## src/rtl/rv_ctrl_pkg.sv

```systemverilog
// Shared control definitions: RV32I base opcodes, sequencer state and fault encodings.
package rv_ctrl_pkg;

   localparam logic [6:0] OP_R      = 7'b0110011;
   localparam logic [6:0] OP_I      = 7'b0010011;
   localparam logic [6:0] OP_LOAD   = 7'b0000011;
   localparam logic [6:0] OP_STORE  = 7'b0100011;
   localparam logic [6:0] OP_BRANCH = 7'b1100011;
   localparam logic [6:0] OP_JAL    = 7'b1101111;
   localparam logic [6:0] OP_JALR   = 7'b1100111;
   localparam logic [6:0] OP_LUI    = 7'b0110111;
   localparam logic [6:0] OP_AUIPC  = 7'b0010111;

   typedef enum logic [1:0] {
      ST_IDLE  = 2'd0,
      ST_FETCH = 2'd1,
      ST_EXEC  = 2'd2,
      ST_HALT  = 2'd3
   } state_e;

   typedef enum logic [1:0] {
      FAULT_NONE     = 2'b00,
      FAULT_ILLEGAL  = 2'b01,
      FAULT_TIMEOUT  = 2'b10,
      FAULT_MISALIGN = 2'b11
   } fault_e;

   function automatic logic is_legal_opcode(input logic [6:0] op);
      logic legal;
      legal = 1'b0;
      case (op)
         OP_R, OP_I, OP_LOAD, OP_STORE, OP_BRANCH,
         OP_JAL, OP_JALR, OP_LUI, OP_AUIPC: legal = 1'b1;
         default:                           legal = 1'b0;
      endcase
      return legal;
   endfunction

endpackage

```

## src/rtl/fetch_seq_ctrl.sv

```systemverilog
// Multi-cycle fetch/execute sequencer: owns the PC, handshakes with instruction memory,
// presents one instruction at a time and halts on illegal opcode, fetch timeout or bad target.
module fetch_seq_ctrl
   import rv_ctrl_pkg::*;
#(
   parameter logic [31:0] RESET_PC      = 32'h0000_0000,
   parameter int unsigned FETCH_TIMEOUT = 16
) (
   input  logic        clk,
   input  logic        rst,
   output logic        imem_req,
   output logic [31:0] imem_addr,
   input  logic        imem_ack,
   input  logic [31:0] imem_rdata,
   output logic [31:0] inst,
   output logic [31:0] pc,
   output logic        inst_valid,
   input  logic        stall,
   input  logic        br_taken,
   input  logic [31:0] br_target,
   output logic        halted,
   output logic [1:0]  fault_code,
   output logic [31:0] fault_pc,
   output logic [31:0] instret
);

   localparam int unsigned CNT_W = (FETCH_TIMEOUT > 1) ? $clog2(FETCH_TIMEOUT) : 1;
   localparam logic [CNT_W-1:0] CNT_LAST =
      CNT_W'((FETCH_TIMEOUT == 0) ? 0 : FETCH_TIMEOUT - 1);

   state_e           state_q, state_d;
   logic [31:0]      pc_q, pc_d;
   logic [31:0]      inst_q, inst_d;
   logic [CNT_W-1:0] cnt_q, cnt_d;
   logic [31:0]      instret_q, instret_d;
   fault_e           fault_q, fault_d;
   logic [31:0]      fault_pc_q, fault_pc_d;

   logic             legal;
   logic [31:0]      next_pc;

   assign legal = is_legal_opcode(inst_q[6:0]);

   // Bit 0 of a redirect target is always dropped; a set bit 1 is what faults.
   assign next_pc = br_taken ? (br_target & ~32'h1) : (pc_q + 32'd4);

   // NOTE: every register written in this block gets its hold value first, so no
   // branch of the case statement can leave one unassigned and infer a latch.
   always_comb begin
      state_d    = state_q;
      pc_d       = pc_q;
      inst_d     = inst_q;
      cnt_d      = cnt_q;
      instret_d  = instret_q;
      fault_d    = fault_q;
      fault_pc_d = fault_pc_q;

      case (state_q)
         ST_IDLE: begin
            state_d = ST_FETCH;
            cnt_d   = '0;
         end

         ST_FETCH: begin
            if (imem_ack) begin
               inst_d  = imem_rdata;
               state_d = ST_EXEC;
            end else if ((FETCH_TIMEOUT != 0) && (cnt_q == CNT_LAST)) begin
               state_d    = ST_HALT;
               fault_d    = FAULT_TIMEOUT;
               fault_pc_d = pc_q;
            end else begin
               cnt_d = cnt_q + CNT_W'(1);
            end
         end

         ST_EXEC: begin
            if (!legal) begin
               state_d    = ST_HALT;
               fault_d    = FAULT_ILLEGAL;
               fault_pc_d = pc_q;
            end else if (!stall) begin
               instret_d = instret_q + 32'd1;
               if (next_pc[1]) begin
                  state_d    = ST_HALT;
                  fault_d    = FAULT_MISALIGN;
                  fault_pc_d = pc_q;
               end else begin
                  pc_d    = next_pc;
                  state_d = ST_FETCH;
                  cnt_d   = '0;
               end
            end
         end

         ST_HALT: begin
            state_d = ST_HALT;
         end

         default: begin
            state_d = ST_HALT;
         end
      endcase
   end

   // NOTE: state registers take non-blocking assignments so every flop samples
   // the values from before this edge, independent of statement order.
   always_ff @(posedge clk) begin
      if (rst) begin
         state_q    <= ST_IDLE;
         pc_q       <= RESET_PC;
         inst_q     <= '0;
         cnt_q      <= '0;
         instret_q  <= '0;
         fault_q    <= FAULT_NONE;
         fault_pc_q <= '0;
      end else begin
         state_q    <= state_d;
         pc_q       <= pc_d;
         inst_q     <= inst_d;
         cnt_q      <= cnt_d;
         instret_q  <= instret_d;
         fault_q    <= fault_d;
         fault_pc_q <= fault_pc_d;
      end
   end

   // Outputs decode from state alone, so a dropped request vanishes the cycle after rst.
   assign imem_req   = (state_q == ST_FETCH);
   assign imem_addr  = (state_q == ST_FETCH) ? pc_q : 32'h0;
   assign inst       = (state_q == ST_EXEC) ? inst_q : 32'h0;
   assign inst_valid = (state_q == ST_EXEC) && legal;
   assign halted     = (state_q == ST_HALT);
   assign pc         = pc_q;
   assign fault_code = fault_q;
   assign fault_pc   = fault_pc_q;
   assign instret    = instret_q;

endmodule

```

## config.mk

```make
export PLATFORM = sky130hd
export DESIGN_NAME = fetch_seq_ctrl
export DESIGN_NICKNAME = d
export VERILOG_FILES = /design/src/rtl/rv_ctrl_pkg.sv /design/src/rtl/fetch_seq_ctrl.sv
export SDC_FILE = /design/constraint.sdc
export NUM_CORES = 1
export LEC_CHECK = 0
export BUFFER_PORTS_ARGS = -buffer_cell sky130_fd_sc_hd__buf_2
export CORE_MARGIN = 1
export CORE_UTILIZATION = 45
export CTS_CLUSTER_DIAMETER = 80
export CTS_CLUSTER_SIZE = 14
export DETAILED_ROUTE_END_ITERATION = 6
export HOLD_SLACK_MARGIN = 0.15
export PLACE_DENSITY_LB_ADDON = 0.1
export SLEW_MARGIN = 40
export SYNTH_ARGS = -nofsm -noshare
export SYNTH_HDL_FRONTEND = slang
export SYNTH_SLANG_ARGS = --single-unit
```

## constraint.sdc

```tcl
create_clock -name clk -period 2.1 [get_ports clk]
set_clock_uncertainty 0.2 [all_clocks]
set_input_delay 0.315 -clock clk [delete_from_list [all_inputs] [get_ports clk]]
set_output_delay 0.315 -clock clk [all_outputs]
set_load 0.05 [all_outputs]
```

==> reports/metrics.cfg <==
[status]
status = finished, violations left
violations = DRC, setup timing

[synthesis]
synthFlopType = dfxtp_1
yosysSeqAreaShare_pct = 39.0
synth_area_leaders = dfxtp_1, nand2_1, and2_1, a21oi_1, mux2i_1
yosysWarnings = 0
syn_area_mm2 = 0.00678
synth_edf_count = 0
synth_area_leader_cell = dfxtp_1
synth_seq_cells = 132
synth_cell_types = 69
synth_top_area_share_pct = 39.0
synth-async-reset-ratio_pct = 0
syn_inst = 865
avgSynthCellArea_um2 = 7.84

[floorplan]
io_pins = 234
fp.dieW_um = 125
die_y_um = 125
die_area_mm2 = 0.0156
fp.coreArea_mm2 = 0.0146
start_util_pct = 46.3
row_count = 44

[placed_design]
io_buffers = 226
postPlaceCellArea_mm2 = 0.00863
gp_congestion = 0.854
dp_cells = 1287
place_hpwl_mm = 14.1
dpl_worst_slack_ns = -0.0382

[cells_and_area]
final_common_cell = nand2_1
drive_gt1_share_pct = 38.1
final_cells = 1394
finalCoreUtilization_pct = 72.1
final_area_mm2 = 0.0106
mostFrequentLayoutCells = nand2_1, buf_2, buf_4
fin_nets = 1270
multi_input_area_mm2 = 0.00403
seqCellArea_mm2 = 0.00275
area_growth_pct = 55.7
diodes = 0
fillCellCount = 1175

[global_routing]
antenna_found_initial = 0
grt_max_degree = 79
overflow = 0
grt_pass1_vias = 6972
track_usage_pct = 27.2
grt_pass1_wl_mm = 34.3

[setup_path]
crit_start = state_q[0]$_SDFFE_PP0P_
crit_arrival_ns = 1.59
slowest_stage = dfxtp_4
crit_family = simple AND/OR/NAND/NOR gates
slowest_delay_ns = 0.36
rr_worst_depth = 5
path_buf_inv = 2
cp-start-kind = flop
crit-reg2reg-launch = inst_q[4]$_SDFFE_PP0P_
path_class = reg -> out
path_max_fanout = 17
rrSetupSlack_ns = 0.03
crit_path_cell_trace = and2b_4 > buf_12 > and2_1 > buf_6
rr_endpoint = pc[31]$_SDFFE_PP0P_
endpoint_kind = primary output
worstPathRequired_ns = 1.58

[clock_network]
cts-root-buf = clkbuf_16
clock-sinks = 132
tritoncts = yes
numCtsBuffers = 17
clock_latency_ns = 0.42
clk_pin_slew_worst_paths_ns = 0.06
cts_buffer_depth = 2
h-tree-depth = 4

[drt]
num_vias = 7559
drc = 30
ant_nets = 0
first_pass_iters = 7
wl_per_cell_um = 15.9
drt-total-wl_mm = 22.1
viasPerCell = 5.42
drtIter0Drc = 431

[worst_hold_path]
hp-class = in -> reg
worstHoldEndpoint = pc[23]$_SDFFE_PP0P_
worstHoldStart = br_target[23]
holdPathStages = 3

[pwr]
switching_power_uw = 1460
p_leak_uw = 0.00456
irDropWorstVdd_uv = 484
swShare_pct = 24.4
intPower_uw = 4520
clkPwrFrac_pct = 46.7
p_comb_share_pct = 10.7
power_density_mw_per_mm2 = 566
seq_power_share_pct = 42.5

[timing]
clock.fmax_mhz = 476
layout_min_cycle_time_ns = 2.10
rsz0062_at_grt = yes
timing.final.ws_setup_ns = -0.00175
period_share_pct = 100
setup_tns_ns = -0.00175
hold_viol = 0
setup_viol = 1
drv_slew = 0

[run]
max_cap_viol_count = 0

-- metal layers --
layer,share of wire (%),up-vias,track usage (%)
met4,1.7,0,10.7
met2,50,250,46.6
met1,42,3563,32.8
met5,0,-,0
met3,5.7,28,6.14
li1,-,3718,-
-- power groups by stage --
stage | Clock, uW | Sequential, uW | Combinational (uW)
2_1_floorplan | 0 | 2600 | 294
3_3_place_gp | 0 | 2600 | 488
3_5_place_dp | 0 | 2600 | 489
4_1_cts | 2850 | 2550 | 599
5_1_grt | 2960 | 2550 | 690
6_report | 2790 | 2540 | 642
-- worst max path at each step --
| stage | depth (start not counted) | end |
|---|---|---|
| after floorplan | 5 | pc[30]$_SDFFE_PP0P_ |
| final | 4 | inst[17] |
| after global placement | 5 | pc[31]$_SDFFE_PP0P_ |
| after CTS | 6 | inst_valid |
| after detailed placement | 5 | pc[27]$_SDFFE_PP0P_ |
| after global routing | 4 | inst[20] |
-- logic make-up (layout without fill, tap and decap cells) --
kind of cell / after synthesis / after routing / synth area share (%)
other: 1 / 6 / 0.0553
xor gates and xnor gates: 9 / 9 / 1.16
DFF: 132 / 132 / 39.0
muxes: 34 / 34 / 5.04
adders and majority gates: 3 / 3 / 0.553
buffers and inverters: 82 / 422 / 5.09
AOI/OAI and AO/OA: 182 / 182 / 17.4
and+or+nand+nor: 422 / 422 / 31.8
-- synth_stat cells (all sizes together) (4+ instances only) --
cell     instances
nand2b           4
a21oi           76
nand2          167
mux2i           33
a211oi          11
and3             8
dfxtp          132
nor3            14
nand4           20
o32ai            6
o21ai           25
nor2            57
or4             14
nand3           30
a2111oi          4
and4             6
clkbuf          47
or2              4
inv             14
o31ai           19
xor2             7
and2            69
or3             11
a31oi            7
a22o             4
nor4            10
buf             21
-- through the flow --
step | hold slack [ns] | power (uW)
2_1_floorplan | 0.215 | 2900
3_3_place_gp | 0.238 | 3080
3_5_place_dp | 0.242 | 3090
4_1_cts | 0.172 | 6000
5_1_grt | 0.177 | 6200
6_report | 0.182 | 5980
-- area by class of cell --
cell class / count / share of cell area, %
inverters: 14 / 0.497
clock buffers: 22 / 4.49
repair buffers: 377 / 27.9
well taps: 184 / 2.18
multi-input cells: 656 / 38.2
clock inverters: 9 / 0.758
flip-flops and latches: 132 / 26.0
-- timing repair --
action                     in CTS  in global routing
setup buffers                   3                  9
hold buffers                   62                  0
setup endpoints to repair      66                 98
pin swaps                       2                 18
gates cloned                    0                  2
resized for setup              79                116
hold endpoints to repair       70                  0
-- worst reg2reg max path: cells and delay by family, from the launching register on --
family	cells	cell delay, ns
and+or+nand+nor	3	0.95
AOI/OAI and AO/OA	2	0.51
DFF	1	0.32
-- sequential cells by signal, indices dropped and copies added, names as in the netlist --
name,flops
inst_q,32
pc,30
fault_code,2
state_q,2
cnt_q,4
fault_pc,30
instret,32
(Power assumes the default switching activity.)
